## src/rtl/mlp_sample_sequencer.sv

```systemverilog
// Feature-beat sequencer for a combinational MLP classifier: loads a sample beat by beat,
// waits for the classifier to settle, then holds the captured class until downstream accepts it.
module mlp_sample_sequencer #(
    parameter int NUM_A         = 8,
    parameter int WIDTH_A       = 4,
    parameter int OUTWIDTH      = 2,
    parameter int SETTLE_CYCLES = 4
) (
    input  logic                       clk,
    input  logic                       rst,
    input  logic                       feat_valid,
    input  logic [WIDTH_A-1:0]         feat_data,
    input  logic                       feat_last,
    output logic                       feat_ready,
    output logic [NUM_A*WIDTH_A-1:0]   mlp_inp,
    input  logic [OUTWIDTH-1:0]        mlp_out,
    output logic                       res_valid,
    output logic [OUTWIDTH-1:0]        res_data,
    output logic                       res_err,
    input  logic                       res_ready,
    output logic [15:0]                sample_cnt
);

    localparam int IDX_W = (NUM_A > 1) ? $clog2(NUM_A) : 1;

    localparam logic [1:0] ST_LOAD   = 2'd0;
    localparam logic [1:0] ST_SETTLE = 2'd1;
    localparam logic [1:0] ST_HOLD   = 2'd2;

    localparam logic [IDX_W-1:0] LAST_IDX   = IDX_W'(NUM_A - 1);
    localparam logic [7:0]       SETTLE_END = 8'(SETTLE_CYCLES);

    logic [1:0]                 state_q, state_d;
    logic [IDX_W-1:0]           idx_q, idx_d;
    logic [7:0]                 cnt_q, cnt_d;
    logic [NUM_A*WIDTH_A-1:0]   inp_q, inp_d;
    logic                       err_q, err_d;
    logic                       res_valid_q, res_valid_d;
    logic [OUTWIDTH-1:0]        res_data_q, res_data_d;
    logic                       res_err_q, res_err_d;
    logic [15:0]                sample_cnt_q, sample_cnt_d;

    always_comb begin
        state_d      = state_q;
        idx_d        = idx_q;
        cnt_d        = cnt_q;
        inp_d        = inp_q;
        err_d        = err_q;
        res_valid_d  = res_valid_q;
        res_data_d   = res_data_q;
        res_err_d    = res_err_q;
        sample_cnt_d = sample_cnt_q;

        case (state_q)
            ST_LOAD: begin
                if (feat_valid) begin
                    for (int k = 0; k < NUM_A; k++) begin
                        if (idx_q == IDX_W'(k)) begin
                            inp_d[k*WIDTH_A +: WIDTH_A] = feat_data;
                        end
                    end
                    // Either a missing or a premature last marker is a framing error;
                    // a premature one truncates the sample, leaving later fields zero.
                    if (idx_q == LAST_IDX) begin
                        idx_d   = '0;
                        cnt_d   = '0;
                        state_d = ST_SETTLE;
                        if (!feat_last) begin
                            err_d = 1'b1;
                        end
                    end else if (feat_last) begin
                        idx_d   = '0;
                        cnt_d   = '0;
                        err_d   = 1'b1;
                        state_d = ST_SETTLE;
                    end else begin
                        idx_d = idx_q + IDX_W'(1);
                    end
                end
            end
            ST_SETTLE: begin
                // Capture lands SETTLE_CYCLES+1 edges after the final beat.
                if (cnt_q == SETTLE_END) begin
                    cnt_d       = '0;
                    res_data_d  = mlp_out;
                    res_err_d   = err_q;
                    res_valid_d = 1'b1;
                    state_d     = ST_HOLD;
                end else begin
                    cnt_d = cnt_q + 8'd1;
                end
            end
            ST_HOLD: begin
                if (res_ready) begin
                    res_valid_d  = 1'b0;
                    sample_cnt_d = sample_cnt_q + 16'd1;
                    err_d        = 1'b0;
                    inp_d        = '0;
                    state_d      = ST_LOAD;
                end
            end
            default: begin
                state_d = ST_LOAD;
            end
        endcase
    end

    always_ff @(posedge clk) begin
        if (rst) begin
            state_q      <= ST_LOAD;
            idx_q        <= '0;
            cnt_q        <= '0;
            inp_q        <= '0;
            err_q        <= 1'b0;
            res_valid_q  <= 1'b0;
            res_data_q   <= '0;
            res_err_q    <= 1'b0;
            sample_cnt_q <= '0;
        end else begin
            state_q      <= state_d;
            idx_q        <= idx_d;
            cnt_q        <= cnt_d;
            inp_q        <= inp_d;
            err_q        <= err_d;
            res_valid_q  <= res_valid_d;
            res_data_q   <= res_data_d;
            res_err_q    <= res_err_d;
            sample_cnt_q <= sample_cnt_d;
        end
    end

    assign feat_ready = (state_q == ST_LOAD);
    assign mlp_inp    = inp_q;
    assign res_valid  = res_valid_q;
    assign res_data   = res_data_q;
    assign res_err    = res_err_q;
    assign sample_cnt = sample_cnt_q;

endmodule

```

## config.mk

```make
export PLATFORM = sky130hd
export DESIGN_NAME = mlp_sample_sequencer
export DESIGN_NICKNAME = d
export VERILOG_FILES = /design/src/rtl/mlp_sample_sequencer.sv
export SDC_FILE = /design/constraint.sdc
export NUM_CORES = 1
export LEC_CHECK = 0
export CAP_MARGIN = 20
export CELL_PAD_IN_SITES_DETAIL_PLACEMENT = 0
export CELL_PAD_IN_SITES_GLOBAL_PLACEMENT = 1
export CORE_MARGIN = 2
export CORE_UTILIZATION = 40
export CTS_CLUSTER_SIZE = 30
export DETAILED_ROUTE_END_ITERATION = 8
export DONT_BUFFER_PORTS = 1
export PLACE_DENSITY = 0.73
export REMOVE_ABC_BUFFERS = 1
export SYNTH_ARGS = -nofsm -noshare
export SYNTH_HDL_FRONTEND = slang
export SYNTH_SLANG_ARGS = --single-unit
export TNS_END_PERCENT = 20
```

## constraint.sdc

```tcl
create_clock -name clk -period 2.95 [get_ports clk]
set_input_delay 0.1475 -clock clk [delete_from_list [all_inputs] [get_ports clk]]
set_output_delay 0.1475 -clock clk [all_outputs]
set_load 0.01 [all_outputs]
```

Yosys cells after proc, flatten, opt, wreduce, memory -nomap -nowiden
Cells that the tools add are included.
- bits in registers: 66
- output and inout port bits: 53
- word-level logic and storage cells: 94
- add/sub/neg operators: 3
- equality and inequality tests: 23
- reductions and logical operators: 20
- multiplexer cells: 32
- operators with widths (kind ; number):
    32-bit two-way mux ; 2
    32-bit one-hot mux with 2 select lines ; 1
    4-bit AND reduction ; 9
    4-bit two-way mux ; 8
    8-bit two-way mux ; 4
    16-bit by 1-bit adder with 16-bit output (second input constant) ; 1
    2-bit by 1-bit != test with 1-bit output (second input constant) ; 8
    8-bit one-hot mux with 2 select lines ; 1
    3-bit equality test (second input constant) ; 4
    2-bit two-way mux ; 5
    8-bit by 1-bit adder with 8-bit output (second input constant) ; 1
    8-bit by 3-bit equality test with 1-bit output (second input constant) ; 1
    3-bit by 2-bit equality test with 1-bit output (second input constant) ; 2
    1-bit two-way mux ; 6
    3-bit two-way mux ; 2
    2-bit != test (second input constant) ; 3
    2-bit one-hot mux with 3 select lines ; 1
    2-bit AND reduction ; 3
    3-bit AND reduction ; 2
    2-bit nonzero test ; 3
    5-bit AND reduction ; 1
    1-bit one-hot mux with 2 select lines ; 2
    3-bit by 1-bit adder with 3-bit output (second input constant) ; 1
    3-bit by 1-bit equality test with 1-bit output (second input constant) ; 1
    6 further kinds ; 6

Longest topological paths before layout
- depth in word-level cells: 4
- mapped depth: 7
- gate-level depth less buffers: 6

Least setup slack after synthesis
Ideal clock, no wire load.
- kind: flip-flop to flip-flop
- from: reg idx_q[0]
- to: reg cnt_q[5]
- stages on the path, launching flop included: 8
- setup slack: 1.134 ns
- library setup time: 0.071 ns
- path buffers: 1
- arrival: 1.744 ns
- cell sequence: dfxtp_1 > ha_1 > ha_1 > o21ai_1 > a21o_1 > buf_2 > or4_1 > a21oi_1
- longest elaborated chain between the ends: 4
- ends and longest elaborated chain (item ; line ; RTL):
    start, declared ; 34 ; logic [IDX_W-1:0] idx_q, idx_d;
    start signal, assigned ; 121 ; idx_q <= idx_d;
    3-bit equality test * ; 64 ; if (idx_q == LAST_IDX) begin
    8-bit two-way mux ; 64 ;
    8-bit two-way mux ; 56 ; if (feat_valid) begin
    8-bit one-hot mux with 2 select lines ; 54 ; case (state_q)
    end signal, assigned ; 122 ; cnt_q <= cnt_d;
    end, declared ; 35 ; logic [7:0] cnt_q, cnt_d;
Mark *: on every way between the ends. The rest lies on a longest branch, timed or not. The select of a mux whose other input is x is not followed.
A chain may end at the register's enable or synchronous reset.

Final worst setup path
- from: reg state_q[1]
- to: reg inp_q[29], in the netlist mlp_inp[29]
- longest elaborated chain between the ends: 3
- ends and longest elaborated chain (item ; line ; RTL):
    start, declared ; 33 ; logic [1:0] state_q, state_d;
    start signal, assigned ; 120 ; state_q <= state_d;
    2-bit equality test or 2-bit zero test (tied branches) ; 54 ;
    2-bit != test (no line) (tied with other cells) ; n/a ;
    4-bit AND reduction (no line) ; n/a ;
    end signal, assigned ; 123 ; inp_q <= inp_d;
    end, declared ; 36 ; logic [NUM_A*WIDTH_A-1:0] inp_q, inp_d;
Several ways; a longest one is shown, not always the timed one.

==> results.sh <==
export IMPL_path_clk_slew_ps=70
export IMPL_synthesis_area_um2=3000
export IMPL_grt_ovfl_total=0
export IMPL_cts_max_level=3
export IMPL_reg2reg_from="state_q[1]$_SDFFE_PP0P_"
export IMPL_wl_um=6090
export IMPL_synth_xor_area_share_pct=4.09
export IMPL_cts_tree="built"
export IMPL_crit_start="state_q[1]$_SDFFE_PP0P_"
export IMPL_final_util_pct=45.2
export IMPL_numCtsBuffers=9
export IMPL_min_period_ps=2000
export IMPL_finClkSkew_ps=9.10
export IMPL_drt_initial_drc_count=56
export IMPL_multi_input_area_um2=1550
export IMPL_finalCritPeriodShare_pct=67.7
export IMPL_synth_compound_area_share_pct=8.09
export IMPL_place_hpwl_um=4150
export IMPL_fillCellCount=725
export IMPL_worstSkewPairLatency_ps=340
export IMPL_grt_pass1_vias=2058
export IMPL_required_ps=3180
export IMPL_cp_start_kind="flop"
export IMPL_grt_util_all_layers_pct=15.5
export IMPL_cts_resized=0
export IMPL_crit_fanout=18
export IMPL_final_common_cell="dfxtp_1"
export IMPL_status="completed"
export IMPL_drtAntennaViolNets=0
export IMPL_cts_buffer_depth=2
export IMPL_synth_top_family_by_area="simple AND/OR/NAND/NOR gates"
export IMPL_grt_pass1_wl_um=10100
export IMPL_vias=2123
export IMPL_cts_num_sinks=66
export IMPL_setup_violations=0
export IMPL_syn_area_per_cell_um2=9.43
export IMPL_ios=64
export IMPL_portBuffers=0
export IMPL_n_antenna_cell=0
export IMPL_finalInstanceArea_um2=3280
export IMPL_hold_viol=0
export IMPL_fp_dieH_um=90.6
export IMPL_synthMuxAreaShare_pct=13.1
export IMPL_coreArea_um2=7250
export IMPL_drv_cap=0
export IMPL_cp_arrival_ps=2230
export IMPL_critical_path_class="reg2reg"
export IMPL_yosysSeqAreaShare_pct=44.1
export IMPL_synth_simple_gate_area_share_pct=22.1
export IMPL_dr_pass1_iters=4
export IMPL_seq_area_um2=1320
export IMPL_synthesis_instances=318
export IMPL_relSlewSlack_pct=51.7
export IMPL_die_w_um=90.6
export IMPL_synth_ff_latch_count=66
export IMPL_die_area_um2=8210
export IMPL_crit_path_end="mlp_inp[29]$_SDFFE_PP0P_"
export IMPL_final_net_count=334
export IMPL_reg2reg_depth=4
export IMPL_num_rows=31
export IMPL_rsz0062_at_grt="no"
export IMPL_synthArstFlopShare_pct=0
export IMPL_grt_max_degree=58
export IMPL_r2r_setup_slack_ps=950
export IMPL_irDropWorstVdd_mv=0.265
export IMPL_max_freq_mhz=500
export IMPL_power_density_nw_per_um2=549
export IMPL_synth_cell_types=48
export IMPL_drive_gt1_share_pct=9.15
export IMPL_antenna_found_initial=0
export IMPL_tns_ps=0
export IMPL_regToRegEndpoint="mlp_inp[29]$_SDFFE_PP0P_"
export IMPL_synth_edff_count=0
export IMPL_post_drt_wl_per_cell_um=14.6
export IMPL_area_growth_pct=9.30
export IMPL_holdCritStartpoint="res_ready"
export IMPL_synth_warnings=0
export IMPL_crit_path_end_kind="flop"
export IMPL_gp_congestion=0.779
export IMPL_leakage_nw=1.20
export IMPL_drc=0
export IMPL_placed_area_um2=3040
export IMPL_fin_hold_ws_ps=30.5
export IMPL_cts_root_buf="clkbuf_8"
export IMPL_initial_utilization_pct=41.3
export IMPL_final_max_slew_viol_count=0
export IMPL_synth_adder_area_share_pct=4.17
export IMPL_holdCritPathClass="in2reg"
export IMPL_via_per_inst=5.10
export IMPL_tightestPinTransition_ps=724
export IMPL_synth_main_ff_cell="dfxtp_1"
export IMPL_final_cell_mix="66 x dfxtp_1, 58 x nor2_1, 36 x mux2i_1"
worst max-delay path, cell delays in order, from the launching register on:
cell and delay [ps]:
dfxtp_1 760, mux2i_4 570, or3_1 300, mux2i_1 210, nor2_1 50
report_power, final:
group	switching (W)	internal, W
logic	0.0000535	0.0000345
registers	0.0000176	0.000903
clock network	0.000320	0.000471
total	0.000391	0.00141
layer usage:
| metal | vias up | track usage (%) | wire (um) |
|---|---|---|---|
| met5 | - | 0 | 0 |
| met2 | 61 | 23.7 | 2640 |
| met3 | 10 | 7.93 | 569 |
| met4 | 0 | 6.15 | 102 |
| li1 | 1083 | - | - |
| met1 | 969 | 18.4 | 2780 |
layout make-up:
class / instances / area share [%]
Clock buffer: 12 / 4.12
Inverter: 12 / 1.37
Clock inverter: 3 / 1.98
Sequential cell: 66 / 40.3
Tap cell: 99 / 3.78
Timing Repair Buffer: 3 / 1.22
Multi-Input combinational cell: 221 / 47.2
worst min path at each step:
stage	end	depth (start not counted)	slack (ps)
2_1_floorplan	idx_q[2]$_SDFFE_PP0P_	1	220
3_3_place_gp	mlp_inp[22]$_SDFFE_PP0P_	1	230
3_5_place_dp	mlp_inp[20]$_SDFFE_PP0P_	1	230
4_1_cts	state_q[1]$_SDFFE_PP0P_	2	20
5_1_grt	idx_q[1]$_SDFFE_PP0P_	3	40
6_report	state_q[1]$_SDFFE_PP0P_	2	30
synth_stat cells (3+ instances only):
master	instances	share of area, %
a211oi_1	4	1.0
clkbuf_1	12	1.5
nand2_1	8	1.0
buf_2	3	0.50
nor3_1	6	1.0
nand3_1	6	1.0
ha_1	10	4.2
nand2b_1	6	1.3
o21ai_0	4	0.67
inv_1	11	1.4
nor4_1	5	1.0
xnor2_1	11	3.2
nor3_2	4	1.3
or3_1	5	1.0
xor2_1	3	0.88
nand4_1	5	1.0
nor2_1	58	7.3
mux2i_1	36	12
and2_1	4	0.83
a21oi_1	16	2.7
dfxtp_1	66	44
repair_timing:
item                      4_1_cts  5_1_grt
setup buffers                   0        0
hold buffers                    3        0
hold endpoints to repair       57        0
stage by stage:
step                setup WS (ps)  std cells  total power (W)
floorplan                    1160        299         0.000996
finish                        952        416          0.00180
global route                  794        416          0.00188
detailed placement            938        398          0.00101
CTS                           923        416          0.00183
global placement              999        398          0.00101
sequential cells by signal, indices dropped and copies added (netlist names):
signal and count:
cnt_q 8, err_q 1, idx_q 3, mlp_inp 32
res_data 2, res_err 1, res_valid 1, sample_cnt 16
state_q 2
kinds of logic (layout without fill, tap and decap cells):
| kind of cell | Yosys count | after routing |
|---|---|---|
| AO/OA/AOI/OAI | 36 | 36 |
| XOR/XNOR | 14 | 14 |
| adder cells (fa/ha/maj) | 10 | 10 |
| buffers and inverters | 31 | 30 |
| flip-flops | 66 | 66 |
| multiplexers | 38 | 38 |
| AND/OR/NAND/NOR | 123 | 123 |
No activity file was read; power rests on OpenSTA's default activity.
